==> src/rtl/vm_pkg.sv <==
// Shared definitions for the multi-product vending controller:
// coin encodings, FSM state type and denomination helpers.
package vm_pkg;

    localparam logic [1:0] COIN_1U  = 2'd0;
    localparam logic [1:0] COIN_2U  = 2'd1;
    localparam logic [1:0] COIN_5U  = 2'd2;
    localparam logic [1:0] COIN_10U = 2'd3;

    typedef enum logic [1:0] {
        ST_IDLE   = 2'd0,
        ST_CREDIT = 2'd1,
        ST_VEND   = 2'd2,
        ST_CHANGE = 2'd3
    } vm_state_e;

    // Face value in credit units of a coin encoding.
    function automatic logic [4:0] coin_value(input logic [1:0] coin);
        case (coin)
            COIN_1U:  return 5'd1;
            COIN_2U:  return 5'd2;
            COIN_5U:  return 5'd5;
            default:  return 5'd10;
        endcase
    endfunction

    // Largest denomination not exceeding the amount (1u when amount < 2).
    function automatic logic [1:0] largest_coin(input logic [31:0] amount);
        if (amount >= 32'd10)     return COIN_10U;
        else if (amount >= 32'd5) return COIN_5U;
        else if (amount >= 32'd2) return COIN_2U;
        else                      return COIN_1U;
    endfunction

endpackage

==> src/rtl/vm_change_gen.sv <==
// Combinational greedy change picker: credit in, coin type and its value out.
module vm_change_gen
    import vm_pkg::*;
#(
    parameter int unsigned CREDIT_W = 6
) (
    input  logic [CREDIT_W-1:0] credit_i,
    output logic [1:0]          coin_o,
    output logic [4:0]          value_o
);

    // Pick the largest coin that fits in the remaining credit.
    always_comb begin
        coin_o  = largest_coin(32'(credit_i));
        value_o = coin_value(coin_o);
    end

endmodule

==> src/rtl/vending_machine_mp.sv <==
// Multi-product vending controller: accumulates coin credit, vends items
// with per-item prices and stock, and pays change one coin per handshake.
module vending_machine_mp
    import vm_pkg::*;
#(
    parameter int unsigned            NUM_ITEMS  = 4,
    parameter int unsigned            CREDIT_W   = 6,
    parameter int unsigned            MAX_CREDIT = 40,
    parameter logic [NUM_ITEMS*8-1:0] PRICES     = {8'd10, 8'd7, 8'd5, 8'd3},
    parameter int unsigned            STOCK_W    = 4,
    parameter int unsigned            STOCK_INIT = 8,
    localparam int unsigned           SEL_W      = $clog2(NUM_ITEMS)
) (
    input  logic                 clk,
    input  logic                 rst,
    input  logic                 coin_valid,
    input  logic [1:0]           coin_type,
    input  logic                 sel_valid,
    input  logic [SEL_W-1:0]     sel_item,
    input  logic                 cancel,
    input  logic                 restock,
    input  logic                 change_ready,
    output logic                 coin_reject,
    output logic                 vend_valid,
    output logic [SEL_W-1:0]     vend_item,
    output logic                 err_pulse,
    output logic                 change_valid,
    output logic [1:0]           change_coin,
    output logic [CREDIT_W-1:0]  credit,
    output logic [NUM_ITEMS-1:0] sold_out,
    output logic                 busy
);

    vm_state_e             state_q, state_d;
    logic [CREDIT_W-1:0]   credit_q, credit_d;
    logic                  coin_reject_q, coin_reject_d;
    logic                  err_q, err_d;
    logic [SEL_W-1:0]      vend_item_q, vend_item_d;

    logic [NUM_ITEMS-1:0]  stock_dec;
    logic [NUM_ITEMS-1:0]  empty;
    logic [1:0]            chg_coin;
    logic [4:0]            chg_value;
    logic                  item_ok;
    logic [SEL_W-1:0]      sel_idx;
    logic [CREDIT_W-1:0]   price;
    logic [CREDIT_W:0]     coin_sum;

    vm_change_gen #(
        .CREDIT_W (CREDIT_W)
    ) u_change_gen (
        .credit_i (credit_q),
        .coin_o   (chg_coin),
        .value_o  (chg_value)
    );

    // Per-item stock counters; restock overrides a same-cycle decrement.
    for (genvar i = 0; i < NUM_ITEMS; i++) begin : g_stock
        logic [STOCK_W-1:0] cnt_q;

        // Reload on reset/restock, otherwise count down on an accepted sale.
        always_ff @(posedge clk) begin
            if (rst || restock) begin
                cnt_q <= STOCK_W'(STOCK_INIT);
            end else if (stock_dec[i] && cnt_q != '0) begin
                cnt_q <= cnt_q - 1'b1;
            end
        end

        assign empty[i] = (cnt_q == '0);
    end

    // Selection decode and coin arithmetic feeding the FSM.
    always_comb begin
        item_ok  = (32'(sel_item) < NUM_ITEMS);
        sel_idx  = item_ok ? sel_item : '0;
        price    = CREDIT_W'(PRICES[8*sel_idx +: 8]);
        coin_sum = (CREDIT_W+1)'(credit_q) + (CREDIT_W+1)'(coin_value(coin_type));
    end

    // Next-state, credit and pulse logic.
    always_comb begin
        state_d       = state_q;
        credit_d      = credit_q;
        coin_reject_d = 1'b0;
        err_d         = 1'b0;
        vend_item_d   = vend_item_q;
        stock_dec     = '0;
        case (state_q)
            ST_IDLE, ST_CREDIT: begin
                if (cancel && credit_q != '0) begin
                    state_d       = ST_CHANGE;
                    coin_reject_d = coin_valid;
                end else if (sel_valid) begin
                    coin_reject_d = coin_valid;
                    if (!item_ok || empty[sel_idx] || credit_q < price) begin
                        err_d = 1'b1;
                    end else begin
                        state_d            = ST_VEND;
                        credit_d           = credit_q - price;
                        stock_dec[sel_idx] = 1'b1;
                        vend_item_d        = sel_item;
                    end
                end else if (coin_valid) begin
                    if (coin_sum <= (CREDIT_W+1)'(MAX_CREDIT)) begin
                        credit_d = coin_sum[CREDIT_W-1:0];
                        state_d  = ST_CREDIT;
                    end else begin
                        coin_reject_d = 1'b1;
                    end
                end
            end
            ST_VEND: begin
                coin_reject_d = coin_valid;
                state_d       = (credit_q != '0) ? ST_CHANGE : ST_IDLE;
            end
            ST_CHANGE: begin
                coin_reject_d = coin_valid;
                if (change_ready) begin
                    credit_d = credit_q - CREDIT_W'(chg_value);
                    if (credit_d == '0) begin
                        state_d = ST_IDLE;
                    end
                end
            end
            default: state_d = ST_IDLE;
        endcase
    end

    // State, credit and output pulse registers.
    always_ff @(posedge clk) begin
        if (rst) begin
            state_q       <= ST_IDLE;
            credit_q      <= '0;
            coin_reject_q <= 1'b0;
            err_q         <= 1'b0;
            vend_item_q   <= '0;
        end else begin
            state_q       <= state_d;
            credit_q      <= credit_d;
            coin_reject_q <= coin_reject_d;
            err_q         <= err_d;
            vend_item_q   <= vend_item_d;
        end
    end

    assign coin_reject  = coin_reject_q;
    assign err_pulse    = err_q;
    assign vend_valid   = (state_q == ST_VEND);
    assign vend_item    = vend_item_q;
    assign change_valid = (state_q == ST_CHANGE);
    assign change_coin  = change_valid ? chg_coin : COIN_1U;
    assign credit       = credit_q;
    assign sold_out     = empty;
    assign busy         = (state_q == ST_VEND) || (state_q == ST_CHANGE);

endmodule

==> config.mk <==
export PLATFORM = sky130hd
export DESIGN_NAME = vending_machine_mp
export DESIGN_NICKNAME = d
export VERILOG_FILES = /design/src/rtl/vm_pkg.sv /design/src/rtl/vm_change_gen.sv /design/src/rtl/vending_machine_mp.sv
export SDC_FILE = /design/constraint.sdc
export NUM_CORES = 1
export LEC_CHECK = 0
export BUFFER_PORTS_ARGS = -buffer_cell sky130_fd_sc_hd__buf_2
export CORE_ASPECT_RATIO = 0.8
export CORE_MARGIN = 2
export CORE_UTILIZATION = 55
export CTS_CLUSTER_SIZE = 20
export DETAILED_ROUTE_END_ITERATION = 10
export PLACE_DENSITY = 0.77
export SLEW_MARGIN = 25
export SYNTH_ARGS = -nofsm -noshare
export SYNTH_HDL_FRONTEND = slang
export SYNTH_SLANG_ARGS = --single-unit
==> constraint.sdc <==
create_clock -name clk -period 5.25 [get_ports clk]
set_input_delay 0.2625 -clock clk [delete_from_list [all_inputs] [get_ports clk]]
set_output_delay 0.2625 -clock clk [all_outputs]
set_load 0.005 [all_outputs]
==> run_results.csv <==
group,metric,value,unit
floorplanning,initial_core_util,57.4,%
clocking,htreeDepth,1,
floorplanning,die_h,60.3,um
layout,multiInputGateArea,1510,um^2
sta,fin_crit_sh,60.2,%
sta,grt_setup_unrepaired,"false",
floorplanning,ios,30,
power,total_leakage_power,1.10,nW
synth,ys_ff_latch,28,
clocking,post-cts-setup-buffers,0,
routing,drt_iter0_markers,94,
layout,area_growth,11.3,%
synth,yosysSeqAreaShare,25.7,%
synth,yosysWarnings,0,
synth,synth_nets,304,
sta,setup_viol,0,
synth,synthArstFlopShare,0,%
outcome,status,"finished, final reports clean",
routing,vias,1952,
power,ir_worst_vdd,358,uV
worst_setup_path,required,5.43,ns
place,port_buffers,29,
place,place_hpwl,3660,um
grt,first_global_vias,1696,
worst_setup_path,worst_setup_path_start_kind,"flip-flop",
synth,syn_inst,269,
layout,layout_commonest_cell,"nor2_1",
sta,hold_violations,0,
clocking,cts_root_buf,"clkbuf_8",
sta,slew_viol_final,0,
floorplanning,dieWidth,74.4,um
clocking,path_clk_slew,0.10,ns
sta,fin_tns_setup,0,ns
synth,synth_top_family_by_area,"simple AND/OR/NAND/NOR gates",
synth,synth_area_per_cell,8.11,um^2
grt,antenna_found_initial,0,
job,cap_violations,0,
routing,dr.pass1.iters,4,
synth,synth_edf_count,0,
clocking,cts_buffer_depth,2,
layout,drive_above_1_share,17.6,%
worst_setup_path,path_class,"reg -> reg",
grt,grt_pass1_wl,7890,um
layout,nFillCells,356,
layout,layout.nets,332,
worst_setup_path,worstPathArrival,3.34,ns
sta,relSlewSlack,55.6,%
synth,synth.distinct_cells,47,
synth,synth_ff_type,"dfxtp_1",
routing,wirelength,4710,um
layout,final_cell_mix,"nor2_1, buf_2, dfxtp_1, inv_1, ha_1",
grt,globalRoute.totalOverflow,0,
grt,grt_start_max_net_pins,16,
clocking,numCtsBuffers,3,
synth,synth_mux_area_share,6.71,%
layout,diodes,0,
sta,tightest_slew,0.661,ns
routing,routed_via_density,5.56,
sta,fmax,316,MHz
floorplanning,rows,20,
floorplanning,core,3800,um^2
clocking,ctsResizeCount,0,
worst_setup_path,cp-end-kind,"flip-flop",
clocking,cts_hold_buffers,0,
clocking,cts_tree,"built",
routing,antenna_left,0,
synth,synthAdderAreaFrac,14.8,%
clocking,cts_num_sinks,28,
sta,hold_ws,0.224,ns
power,power_density,416,nW/um^2
clocking,clk_latency,0.28,ns
worst_setup_path,crit_fanout,11,
floorplanning,design.die.area,4490,um^2
synth,synth_compound_area_share,17.0,%
routing,wl_per_cell,13.4,um
grt,grt_util_all_layers,22.8,%
sta,skew,0.00648,ns
min_path,hp-class,"in -> reg",
routing,remaining_drc_errors,0,
synth,synthSimpleGateAreaFrac,26.5,%
layout,register_area,561,um^2
synth,synth_area,2180,um^2
sta,period_minus_slack,3.16,ns
place,gp_congestion,0.931,
synth,synth-xor-area-share,4.01,%
## critical path: stages, from the launching register on
cell	delay (ns)
dfxtp_1	0.47
o21ai_0	0.28
nor2_1	0.09
o21ai_0	0.32
inv_1	0.15
ha_1	0.29
nor2b_1	0.12
o21ai_0	0.20
a21oi_1	0.13
or3_1	0.37
a211oi_1	0.28
mux2_2	0.37
## cells by family after synthesis
group / count (synthesis)
xor gates and xnor gates: 10
AOI/OAI and AO/OA: 53
buffers and inverters: 31
DFF: 28
and+or+nand+nor: 110
muxes: 13
adders and majority gates: 24
## where the power goes
group,internal [mW],switching [mW]
combinational,0.256,0.316
sequential,0.246,0.0567
clock,0.0673,0.0690
## layer usage
layer / wire length [um] / up-vias / global-route usage [%]
met1: 2420 / 905 / 35.0
met5: 0 / - / 0
met4: 59 / 0 / 4.85
li1: - / 1000 / -
met2: 1970 / 41 / 32.7
met3: 257 / 6 / 5.15
## cell usage after synthesis (3+ instances only)
cell | count | area (um^2)
a21oi_1 | 13 | 65.1
xor2_1 | 3 | 26.3
inv_1 | 25 | 93.8
nor2_1 | 43 | 161
nor3_1 | 8 | 40.0
or2_2 | 6 | 37.5
nand2_1 | 14 | 52.6
a211oi_1 | 7 | 52.6
clkbuf_1 | 5 | 18.8
ha_1 | 21 | 263
xnor2_1 | 7 | 61.3
dfxtp_1 | 28 | 561
a221oi_1 | 3 | 26.3
nand3_1 | 6 | 30.0
nor2b_1 | 4 | 25.0
fa_1 | 3 | 60.1
o21ai_0 | 12 | 60.1
mux2_2 | 3 | 33.8
nand2b_1 | 4 | 25.0
mux2i_1 | 9 | 90.1
nor3b_1 | 9 | 67.6
or3_1 | 4 | 25.0
## state kept, by name, summed over array words and instances, names as in the netlist
register and cells:
g_stock.cnt_q 16, err_pulse 1, state_q 2, vend_item 2, coin_reject 1, credit 6
## worst paths after layout
kind	start	endpoint	slack, ns	cells past startpoint
setup / recovery	credit[1]	credit[5]	2.09	11
setup reg to reg	credit[1]	credit[5]	2.09	11
hold / removal	coin_valid	coin_reject	0.22	3
hold reg to reg	vend_item[1]	vend_item[1]	0.50	2
## layout make-up
type / count / area share [%]
Clock buffer: 4 / 2.27
Inverter: 25 / 3.86
Multi-Input combinational cell: 210 / 62.0
Sequential cell: 28 / 23.1
Tap cell: 55 / 2.83
Timing Repair Buffer: 29 / 5.98
## metrics by stage
step	instances	setup WS (ns)	total power, mW	util (%)	area, um^2
floorplan	269	2.43	0.728	-	2180
global route	351	1.78	1.09	63.8	2430
detailed placement	347	2.06	0.868	62.4	2370
global placement	347	2.08	0.864	62.4	2370
CTS	351	2.11	1.01	63.8	2430
finish	351	2.09	1.01	63.8	2430
Note: power is estimated with default switching activity, not from simulation.
